## src/rtl/pwm_multi_channel_if.sv

```systemverilog
// Config/status bundle between a control block and the multi-channel PWM.
// master = config side, slave = PWM engine.
interface pwm_multi_channel_if #(
    parameter int NUM_CH = 4,
    parameter int CNT_W  = 16
);
    logic                      en;
    logic                      load;
    logic [CNT_W-1:0]          period;
    logic [NUM_CH*CNT_W-1:0]   duty;
    logic                      center_mode;
    logic [NUM_CH-1:0]         pwm_out;
    logic [CNT_W-1:0]          cnt;
    logic                      period_end;
    logic                      load_ack;

    modport master (
        output en, load, period, duty, center_mode,
        input  pwm_out, cnt, period_end, load_ack
    );

    modport slave (
        input  en, load, period, duty, center_mode,
        output pwm_out, cnt, period_end, load_ack
    );
endinterface

```

## src/rtl/pwm_multi_channel.sv

```systemverilog
// NUM_CH-channel PWM sharing one edge/center-aligned period counter, with
// double-buffered period/duty/mode that only switch at a period boundary.

module pwm_lane #(
    parameter int CNT_W = 16
) (
    input  logic             clk,
    input  logic             rst_n,
    input  logic             idle,
    input  logic [CNT_W-1:0] cnt,
    input  logic [CNT_W-1:0] duty,
    output logic             pwm
);
    always_ff @(posedge clk) begin
        if (!rst_n) pwm <= 1'b0;
        else        pwm <= !idle && (cnt < duty);
    end
endmodule

module pwm_multi_channel #(
    parameter int NUM_CH = 4,
    parameter int CNT_W  = 16
) (
    input  logic                  clk,
    input  logic                  rst_n,
    pwm_multi_channel_if.slave    bus
);
    typedef enum logic {DIR_UP, DIR_DN} dir_t;

    logic [NUM_CH-1:0][CNT_W-1:0] duty_in;
    logic [NUM_CH-1:0][CNT_W-1:0] stg_d, act_d;
    logic [CNT_W-1:0]             stg_p, act_p;
    logic                         stg_mode, act_mode;
    logic                         pending, ack_q;
    logic [CNT_W-1:0]             cnt_q, cnt_nxt;
    dir_t                         dir_q, dir_nxt;
    logic                         idle, pe, apply;
    logic [NUM_CH-1:0]            pwm_q;

    assign duty_in = bus.duty;

    assign idle  = !bus.en || (act_p == '0);
    assign pe    = !idle && (act_mode ? (cnt_q == '0 && dir_q == DIR_DN)
                                      : (cnt_q == act_p - CNT_W'(1)));
    // A boundary with either a fresh load or a parked one swaps the active set.
    assign apply = (pe || idle) && (bus.load || pending);

    always_ff @(posedge clk) begin
        if (!rst_n) begin
            cnt_q <= '0;
            dir_q <= DIR_UP;
        end else begin
            cnt_q <= cnt_nxt;
            dir_q <= dir_nxt;
        end
    end

    // Center mode holds the end value for one extra cycle while direction flips.
    always_comb begin
        cnt_nxt = cnt_q;
        dir_nxt = dir_q;
        if (idle || pe) begin
            cnt_nxt = '0;
            dir_nxt = DIR_UP;
        end else if (!act_mode) begin
            cnt_nxt = cnt_q + CNT_W'(1);
        end else begin
            case (dir_q)
                DIR_UP: begin
                    if (cnt_q == act_p - CNT_W'(1)) dir_nxt = DIR_DN;
                    else                            cnt_nxt = cnt_q + CNT_W'(1);
                end
                DIR_DN: begin
                    if (cnt_q == '0) dir_nxt = DIR_UP;
                    else             cnt_nxt = cnt_q - CNT_W'(1);
                end
                default: dir_nxt = DIR_UP;
            endcase
        end
    end

    always_ff @(posedge clk) begin
        if (!rst_n) begin
            stg_p    <= '0;
            stg_d    <= '0;
            stg_mode <= 1'b0;
            act_p    <= '0;
            act_d    <= '0;
            act_mode <= 1'b0;
            pending  <= 1'b0;
            ack_q    <= 1'b0;
        end else begin
            if (bus.load) begin
                stg_p    <= bus.period;
                stg_d    <= duty_in;
                stg_mode <= bus.center_mode;
            end
            if (apply) begin
                act_p    <= bus.load ? bus.period      : stg_p;
                act_d    <= bus.load ? duty_in         : stg_d;
                act_mode <= bus.load ? bus.center_mode : stg_mode;
                pending  <= 1'b0;
            end else if (bus.load) begin
                pending  <= 1'b1;
            end
            ack_q <= apply;
        end
    end

    for (genvar i = 0; i < NUM_CH; i++) begin : g_lane
        pwm_lane #(.CNT_W(CNT_W)) u_lane (
            .clk  (clk),
            .rst_n(rst_n),
            .idle (idle),
            .cnt  (cnt_q),
            .duty (act_d[i]),
            .pwm  (pwm_q[i])
        );
    end

    assign bus.pwm_out    = pwm_q;
    assign bus.cnt        = cnt_q;
    assign bus.period_end = pe;
    assign bus.load_ack   = ack_q;
endmodule

```

## src/flat_wrapper.sv

```systemverilog
// flat-port wrapper written by rule: the top's interface ports become plain ports
module pwm_multi_channel_flat 
#(
    parameter int NUM_CH = 4,
    parameter int CNT_W  = 16
)
  (clk, rst_n, bus_en, bus_load, bus_period, bus_duty, bus_center_mode, bus_pwm_out, bus_cnt, bus_period_end, bus_load_ack);
  pwm_multi_channel_if #(.NUM_CH(NUM_CH), .CNT_W(CNT_W)) bus_i ();
  input  logic clk;
  input  logic rst_n;
  input wire logic [$bits(bus_i.en)-1:0] bus_en;
  input wire logic [$bits(bus_i.load)-1:0] bus_load;
  input wire logic [$bits(bus_i.period)-1:0] bus_period;
  input wire logic [$bits(bus_i.duty)-1:0] bus_duty;
  input wire logic [$bits(bus_i.center_mode)-1:0] bus_center_mode;
  output wire logic [$bits(bus_i.pwm_out)-1:0] bus_pwm_out;
  output wire logic [$bits(bus_i.cnt)-1:0] bus_cnt;
  output wire logic [$bits(bus_i.period_end)-1:0] bus_period_end;
  output wire logic [$bits(bus_i.load_ack)-1:0] bus_load_ack;
  assign bus_i.en = bus_en;
  assign bus_i.load = bus_load;
  assign bus_i.period = bus_period;
  assign bus_i.duty = bus_duty;
  assign bus_i.center_mode = bus_center_mode;
  assign bus_pwm_out = bus_i.pwm_out;
  assign bus_cnt = bus_i.cnt;
  assign bus_period_end = bus_i.period_end;
  assign bus_load_ack = bus_i.load_ack;
  pwm_multi_channel #(.NUM_CH(NUM_CH), .CNT_W(CNT_W)) u_core (.clk(clk), .rst_n(rst_n), .bus(bus_i));
endmodule
```

## config.mk

```make
export PLATFORM = sky130hd
export DESIGN_NAME = pwm_multi_channel_flat
export DESIGN_NICKNAME = d
export VERILOG_FILES = /design/src/rtl/pwm_multi_channel_if.sv /design/src/rtl/pwm_multi_channel.sv /design/src/flat_wrapper.sv
export SDC_FILE = /design/constraint.sdc
export NUM_CORES = 1
export LEC_CHECK = 0
export CAP_MARGIN = 20
export CORE_MARGIN = 2
export CORE_UTILIZATION = 37
export CTS_CLUSTER_SIZE = 12
export DETAILED_ROUTE_END_ITERATION = 10
export SETUP_SLACK_MARGIN = 0.02
export SLEW_MARGIN = 25
export SYNTH_ARGS = -nofsm -noshare
export SYNTH_HDL_FRONTEND = slang
export SYNTH_HIERARCHICAL = 1
export SYNTH_SLANG_ARGS = --single-unit
```

## constraint.sdc

```tcl
create_clock -name clk -period 3.9 [get_ports clk]
set_input_delay 0.39 -clock clk [delete_from_list [all_inputs] [get_ports clk]]
set_output_delay 0.39 -clock clk [all_outputs]
set_load 0.02 [all_outputs]
```

==> results list, run 1 <==
- The run finished with clean final reports.
- For this run, the total global-route usage over all layers was measured as 17.69%.
* Post-synthesis sequential area ratio: 38.52%
- TritonCTS built the clock tree.
* Gate count of the mapped netlist: 976
* Area of the multi-input gates: 5416 um^2
* Vias post-DR: 6926
* Final Util: 45.09%
- Before antenna repair, the detailed router went through 5 iterations.
- Top-level port count: 107
- Slowest library cell on the worst path: or4_1
* MaxCap Viol Count: 0
- For this run, design rule violations remaining after detail routing come to 0.
- The first global-routing pass estimated ~37000 um of wire.
- Number of enable flip-flop cells after synthesis: 0
- The cell area that synthesis handed to floorplanning was 9615 um^2.
- H-tree levels: 4
* Worst path depth: 6
- After filler insertion, the fill cell instance count of the layout stands at about 2500.
- The cell family contributing the most delay on the critical path is simple AND/OR/NAND/NOR gates.
- Number of distinct library cells after synthesis: 52
- Hold Path Class: in2reg
* Syn-to-layout area delta: 20.82%
* Non-Filler Cell Area, Final: about 12000 um^2
* Worst min-delay path startpoint: bus_load
* Initial cell density of the core: 37.32%
* Detailed-route wire length per cell: around 16 um
- Once detailed placement completed, the half-perimeter wirelength came to 15950 um.
- The smallest clock period supported by the final layout is computed as 3.433 ns.
- Setup repair after global routing left no endpoint under its margin.
- The initial antenna violation count was 0.
- In this run the post-CTS setup repair buffer count came out at 0.
- Std-Cell Rows: 59
- Overall die area: 27290 um^2
- Syn Nets: 1125
* Area of all sequential standard cells: around 3700 um^2
* Most repeated cell in the gate-level netlist after synthesis: dfxtp_1
- Y dimension of the die: approximately 170 um
- By area the synthesized netlist is led by dfxtp_1 (39%), mux2_4 (12%), ha_1 (8.3%).
- Averaged over all synthesized cells, the footprint is 9.852 um^2.
- Met3 Routed Length: roughly 980 um
- Across the VDD grid, the largest voltage drop is around 0.27 mV.
* Final setup violation count: 0
- Count of input and output buffers: 106
* Upper clock frequency limit: around 0.29 GHz
* Final count of pins violating max slew: 0
* Crit share post-route: 88.03%
- Startpoint class of the critical path: register
* Total grt overflow: 0
- Required time at the worst-slack endpoint: 3.51 ns
- The worst pin sits at a relative slew slack of between 40% and 50%.
* Per-cell via count in the routed design: around 4.9
* Cell Chain, Critical Path: or4_1 -> or3_1 -> nor2_1 -> nand4_1 -> a21oi_1 -> dlymetal6s2s_1
- The share of synthesized area in the top cell type comes to 38.52%.
- Detailed Route Iter0 Violations: 406
* Pwr per Cell Area: 402.6 nW/um^2
- Summing all placed instances gives a cell area of ~11000 um^2.
- The critical path is of the reg2out type.
- For this block, the routed nets add up to between 20000 and 25000 um of wire.
* Num CTS Buffers: 17
- Async S/R FF share, synth: 0%
- Cell accounting for the most synthesized area: dfxtp_1
- The worst hold path terminates at u_core/pending$_SDFFE_PP0P_.
- Delay of the slowest cell on the worst path: 0.58 ns
- Transition at the pin with the smallest max-transition slack: 0.8388 ns
- The number of cells on the worst reg-to-reg path is 8.
- Width of the die: 165.2 um
- In the final timing run, aggregate negative setup slack is 0 ns.
- Pin count of the biggest net entering global routing: just over 80
* Max layer used: met4
* Final setup skew: 0.01888 ns
- Largest driver fanout on the critical path: 11
- Number of global-route vias before repair: 6955
- Together, buffers and inverters on the worst path number 1.
- In this run the critical register-to-register path is captured at u_core/act_d[60]$_SDFFE_PN0P_.
* Ys flop type: dfxtp_1
- Deepest clock path buffer count: 2
- Hold path cells: 3
- In the final layout, the share of cells above drive strength 1 is 13.55%.
- Register clock-pin slew on the reported worst setup and hold paths: about 0.070 ns
- The completed layout was analyzed and its total power is 4678 uW.
* Top cells by count, synth: dfxtp_1 (185), nor2_1 (127), mux2i_1 (80), mux2_4 (78), and2_1 (76)
- CORE AREA: 25760 um^2
* FF+latch count, synth: between 150 and 200
- Hold repair after CTS inserted 0 buffers.
* CTS Sinks: between 150 and 200
* Leak Pwr: 0.005122 uW
- For the worst-skew pair, the clock arrives at the later sink with an insertion delay of between 0.4 and 0.5 ns.
* Final Hold Fails: 0
* Number of synthesis warnings: 6
* Routability cong.: 0.8355
* Net count reported at finish: roughly 1200
* WL met2: 10440 um
- For the worst setup path, the data arrival time is ~3.0 ns.
- Post-DRT Antenna Nets: 0
- The worst register-to-register path has a setup slack of between 0.4 and 0.5 ns.
- Root buffer selected by CTS: clkbuf_16
* Antenna diode instance count: 0
- The startpoint identified for the worst register-to-register timing path is u_core/act_p[3]$_SDFFE_PN0P_.
* WL met1: 11380 um
* Crit. End Element: output pin
==> layout make-up <==
type / count / share of cell area (%)
Timing Repair Buffer: 127 / 10.66
Multi-Input combinational cell: 674 / 46.62
Sequential cell: 185 / 31.88
Clock buffer: 17 / 3.662
Tap cell: 335 / 3.608
Clock inverter: 15 / 1.174
Inverter: 74 / 2.391
==> kinds of logic after synthesis <==
family                   Yosys count  share of synthesized area [%]
AND/OR/NAND/NOR                  316                          17.07
flip-flops                       185                          38.52
multiplexers                     161                          20.86
buffers and inverters            117                          5.283
AO/OA/AOI/OAI                     96                          6.571
adder cells (fa/ha/maj)           64                          8.328
XOR/XNOR                          37                          3.370
==> per-stage QoR <==
step                hold slack [ns]  worst slack, ns  std cells
finish                       0.3200           0.4669       1427
global route                 0.3284           0.2233       1427
CTS                          0.2901          0.06314       1427
detailed placement           0.4931           0.4647       1395
global placement             0.4813           0.5107       1395
floorplan                    0.4533            1.020        976
==> layout by cell type (no fill, tap or decap), drive strengths merged, types with 28 or more instances in the layout <==
| master | Yosys | final |
|---|---|---|
| a21oi | 33 | 33 |
| dfxtp | 185 | 185 |
| and2 | 76 | 76 |
| clkdlybuf4s50 | 0 | 103 |
| inv | 74 | 80 |
| ha | 64 | 64 |
| mux2i | 80 | 80 |
| mux2 | 81 | 81 |
| nand2 | 28 | 28 |
| nor2 | 127 | 127 |
==> how the worst max path moves through the flow <==
stage | from | end
2_1_floorplan | u_core/bus.cnt[8]$_SDFFE_PP0P_ | u_core/act_d[0]$_SDFFE_PN0P_
3_3_place_gp | u_core/act_p[3]$_SDFFE_PN0P_ | u_core/act_d[49]$_SDFFE_PN0P_
3_5_place_dp | u_core/act_p[0]$_SDFFE_PN0P_ | u_core/act_d[10]$_SDFFE_PN0P_
4_1_cts | u_core/bus.cnt[9]$_SDFFE_PP0P_ | bus_period_end
5_1_grt | u_core/act_p[0]$_SDFFE_PN0P_ | u_core/act_d[56]$_SDFFE_PN0P_
6_report | u_core/bus.cnt[9]$_SDFFE_PP0P_ | bus_period_end
==> registers in the layout, summed over array words and instances, names as in the netlist <==
signal / flops
u_core/act_d: 64
u_core/act_mode: 1
u_core/act_p: 16
u_core/bus.cnt: 16
u_core/bus.load_ack: 1
u_core/dir_q: 1
u_core/g_lane.u_lane/pwm: 4
u_core/pending: 1
u_core/stg_d: 64
u_core/stg_mode: 1
u_core/stg_p: 16
==> layer usage <==
layer  up-vias  GRT usage [%]
li1       3539              -
met1      3226          23.94
met2       141          28.45
met3        20          3.546
met4         0          5.296
met5         -              0
==> what timing repair did <==
| item | CTS | global route |
|---|---|---|
| pin swaps | 0 | 0 |
| gates resized for setup | 1 | 1 |
| setup endpoints to repair | 1 | 1 |
==> worst reg2reg max path, stage by stage (launching register included) <==
cell and delay [ns]:
dfxtp_1 0.40, or4_4 0.59, or4_1 0.50, nor4bb_1 0.15, nand4b_1 0.15, nand2b_4 0.17
a21o_4 0.48, buf_4 0.52, mux2_4 0.35
==> power breakdown <==
| group | internal, uW | switching, uW | total [uW] | leakage, uW |
|---|---|---|---|---|
| registers | 2020 | 70.2 | 2090 | 0.00152 |
| logic | 480 | 445 | 925 | 0.00333 |
| clock network | 841 | 822 | 1660 | 0.000274 |
| total | 3340 | 1340 | 4680 | 0.00512 |
(Power assumes the default switching activity.)
==> inputs of run 2 (changes only) <==
Settings changed: ABC_AREA from default to 1, GPL_ROUTABILITY_DRIVEN from default to 0.
==> run 2 against run 1 <==
Against the previous run: global-route usage grew 0.75 points; clock power grew 5%; first-iteration DRC count grew 53%; synthesized area grew 10%; die area grew 9.9%; setup slack lost 0.060 ns; synthesized cell count grew 58%; sequential share of layout area shrank 2.1 points; cell count grew 39%; count of clock-buffer cells in the layout grew 2; via count grew 42%; largest power group unchanged.
==> results list, run 2 <==
* Result of the run: finished, final reports clean (unchanged)
- Initial antenna violation count: 0 (unchanged)
* Leading cell types by total area after synthesis: dfxtp_1 (35%), nand2_1 (11%), ha_1 (7.6%) (was dfxtp_1 (39%), mux2_4 (12%), ha_1 (8.3%))
- Std-Cell Rows: 61 (was 59)
- The nature of the critical path startpoint was a register (unchanged).
- Transition at the pin with the smallest max-transition slack: 0.8378 ns (was 0.8388 ns)
* Pwr per Cell Area: 394.0 nW/um^2 (was 402.6 nW/um^2)
- The number of nets in the final layout was 1743 (was 1228).
* Max layer used: met4 (unchanged)
- Logic pwr share: 21.1% (was 19.8%)
- The full die area was 30000 um^2 (was 27290 um^2).
- Crit. End Element: output pin (unchanged)
- The detail-routed via count per cell came to 4.943 (was 4.854).
- Cell accounting for the most synthesized area: dfxtp_1 (unchanged)
- The clock tree from TritonCTS was yes (unchanged).
* Residual DRC: 0 (unchanged)
* Detailed-route wire length per cell: 14.17 um (was 16.24 um)
* Pre-CTS setup slack: 0.6934 ns (was 0.4647 ns)
- The count of port buffers added during placement is 106 (unchanged).
* Top cells by count, synth: nand2_1 (305), inv_1 (209), dfxtp_1 (185), nor2_1 (153), nand3_1 (133) (was dfxtp_1 (185), nor2_1 (127), mux2i_1 (80), mux2_4 (78), and2_1 (76))
- The synthesized-area fraction occupied by ao, oa, aoi and oai cells came to 7.442% (was 6.571%).
* Post-synthesis sequential area ratio: 34.96% (was 38.52%)
* Number of enable flip-flop cells after synthesis: 0 (unchanged)
* Number of global-route vias before repair: 9210 (was 6955)
- Root buffer selected by CTS: clkbuf_16 (unchanged)
* Final setup slack of the worst path: 0.4069 ns (was 0.4669 ns)
- The post-synthesis async set-or-reset flop share was 0% (unchanged).
* WL met2: 12990 um (was 10440 um)
- Share of cells above drive strength 1: 10.09% (was 13.55%)
- The most common cell after layout, fill and taps aside is nand2_1 (was dfxtp_1).
- Total grt overflow: 0 (unchanged)
- The setup TNS came to 0 ns (unchanged).
- The top cell type's share of synthesized area came to 34.96% (was 38.52%).
- DP HPWL: 19680 um (was 15950 um)
- Required time at the worst-slack endpoint: 3.51 ns (about the same)
- The switching share of power came to 31.41% (was 28.57%).
- Top library cells by usage in the layout, fill and taps aside: nand2_1 (305), inv_1 (209), dfxtp_1 (185) (was dfxtp_1 (185), nor2_1 (127), clkdlybuf4s50_1 (103))
- The main combinational cell family by area after synthesis is simple AND/OR/NAND/NOR gates (was multiplexers).
- Detailed Route Iter0 Violations: 622 (was 406)
- The met3 wire length came to 1339 um (was 977 um).
- Fraction of synthesized cell area in xor and xnor cells: 3.059% (was 3.370%)
- Number of iterations in the first detailed-routing pass: 5 (unchanged)
- Register clock-pin slew on the reported worst setup and hold paths: 0.07 ns (about the same)
- Upper clock frequency limit: 0.2863 GHz (was 0.2913 GHz)
- The number of distinct library cells after synthesis is 34 (was 52).
- Largest registers in the final layout: u_core/act_d (64), u_core/stg_d (64) (unchanged).
- Category of the critical setup timing path: reg2out (unchanged)
- The worst voltage drop across the vdd grid is 0.2498 mV (was 0.2730 mV).
- The final-report setup violation count was 0 (unchanged).
- The met1 wire length is 13490 um (was 11380 um).
- CORE AREA: 28010 um^2 (was 25760 um^2)
* Fraction of the mapped netlist area in simple logic gates: 35.51% (was 17.07%)
* Sequential cell fraction of total power: 43.2% (was 44.7%)
- Largest driver fanout on the critical path: 12 (was 11)
- Syn Nets: 1687 (was 1125)
- The count of endpoints failing hold in the final timing report is 0 (unchanged).
* Period minus WS final: 3.493 ns (was 3.433 ns)
- The first-pass GRT wire length was 45480 um (was 37090 um).
- Antenna diode instance count: 0 (unchanged)
- CTS Sinks: 185 (unchanged)
- The overall routing resource usage is 18.44% (was 17.69%).
- Proportion of synthesized area in mux cells: 0% (was 20.86%)
* CP Data Arrival Time: 3.10 ns (was 3.04 ns)
* Hold Path Class: in2reg (unchanged)
- Count of placed standard cells in the final layout, fillers left out: 1984 (was 1427)
- Most repeated cell in the gate-level netlist after synthesis: nand2_1 (was dfxtp_1)
* Aggregate routed wire length: 28120 um (was 23170 um)
- The post-cts hold buffer count is 0 (unchanged).
* Final setup skew: 0.01077 ns (was 0.01888 ns)
* H-tree levels: 4 (unchanged)
- FF+latch count, synth: 185 (unchanged)
- Post-DRT Antenna Nets: 0 (unchanged)
- The area added between synthesis and finish is 17.34% (was 20.82%).
* Switching power: 1538 uW (was 1336 uW)
* Leak Pwr: 0.005909 uW (was 0.005122 uW)
- RSZ-0062 raised after global routing: false (unchanged)
* Y dimension of the die: 173.2 um (was 165.2 um)
- The portion of the clock cycle consumed by the worst path in the final layout is 89.57% (was 88.03%).
- The total of warnings raised by yosys was 6 (unchanged).
* Buffer count from post-CTS setup fixing: 0 (unchanged)
* Deepest clock path buffer count: 2 (unchanged)
* Top-level port count: 107 (unchanged)
- Final count of pins violating max slew: 0 (unchanged)
- The count of instances resized after the clock tree is built was 0 (was 1).
- Pin count of the biggest net entering global routing: 83 (unchanged)
- Gate count of the mapped netlist: 1538 (was 976)
- Initial cell density of the core: 37.82% (was 37.32%)
- Synth Cell Area: 10590 um^2 (was 9615 um^2)
- Synthesized area per cell: 6.887 um^2 (was 9.852 um^2)
- MaxCap Viol Count: 0 (unchanged)
* Inst Count DP: 1953 (was 1395)
- Internal power contribution: 3359 uW (was 3341 uW)
- The worst slew slack as a fraction of its limit is 44.15% (was 44.08%).
- Share of power burned in the clock network: 35.7% (was 35.5%)
- The width of the chip came to 173.2 um (was 165.2 um).
- Clock latency reported for the late side of the worst-skew pair: 0.44 ns (about the same)
- The number of buffers created by CTS was 17 (unchanged).
- Vias post-DR: 9806 (was 6926)
- The top flip-flop cell by instance count after synthesis was dfxtp_1 (unchanged).
- The area share of fa/ha/maj cells after synthesis came to 7.560% (was 8.328%).
## run 2: kinds of logic after synthesis
logic type / count (synthesis)
compound gates: 154
buf+inv: 300
fa+ha+maj: 64
simple gates: 798
flops: 185
xor+xnor: 37
## run 2: power groups by stage
stage | clock [uW] | combinational [uW] | sequential, uW
detailed placement | 0 | 1030 | 2160
global placement | 0 | 1020 | 2150
finish | 1750 | 1030 | 2110
CTS | 1790 | 1040 | 2110
global route | 1870 | 1180 | 2130
floorplan | 0 | 759 | 2140
## run 2: worst paths after layout
path | to | startpoint | slack (ns) | depth (start not counted)
max | bus_period_end | u_core/bus.cnt[4]$_SDFFE_PP0P_ | 0.41 | 11
min reg2reg | u_core/act_d[42]$_SDFFE_PN0P_ | u_core/act_d[42]$_SDFFE_PN0P_ | 0.47 | 2
min | u_core/g_lane[3].u_lane/pwm$_SDFF_PN0_ | rst_n | 0.39 | 3
max reg2reg | u_core/bus.load_ack$_SDFF_PN0_ | u_core/bus.cnt[4]$_SDFFE_PP0P_ | 0.66 | 12
## run 2: through the flow
stage	utilization [%]	instance area (um^2)	power [uW]	hold WS (ns)
after floorplan	-	10590	2904	0.4427
after global placement	42.30	11850	3170	0.4547
after detailed placement	42.30	11850	3188	0.4584
after CTS	44.37	12430	4944	0.3598
after global routing	44.37	12430	5175	0.3898
final	44.37	12430	4897	0.3870
## run 2: layout make-up
| cell class | count | area (um^2) |
|---|---|---|
| Clock inverter | 12 | 128.9 |
| Tap cell | 378 | 473.0 |
| Sequential cell | 185 | 3704 |
| Clock buffer | 19 | 452.9 |
| Multi-Input combinational cell | 1053 | 5674 |
| Fill cell | 2927 | 15580 |
| Timing Repair Buffer | 123 | 1194 |
| Inverter | 214 | 803.3 |
## run 2: worst max-delay path, stage by stage (launching register included)
cell             delay (ns)
dfxtp_1                0.72
inv_2                  0.17
nand2_1                0.10
nand2_1                0.09
nand2_1                0.07
nand3_1                0.09
a21oi_1                0.17
nand3_1                0.11
nor2_2                 0.13
nand3_2                0.13
a21oi_1                0.25
clkdlybuf4s50_1        0.65
## run 2: layer usage
metal	GRT usage (%)	up-vias
met1	24.88	4524
met5	0	-
li1	-	5033
met2	31.00	231
met4	4.343	0
met3	2.704	18
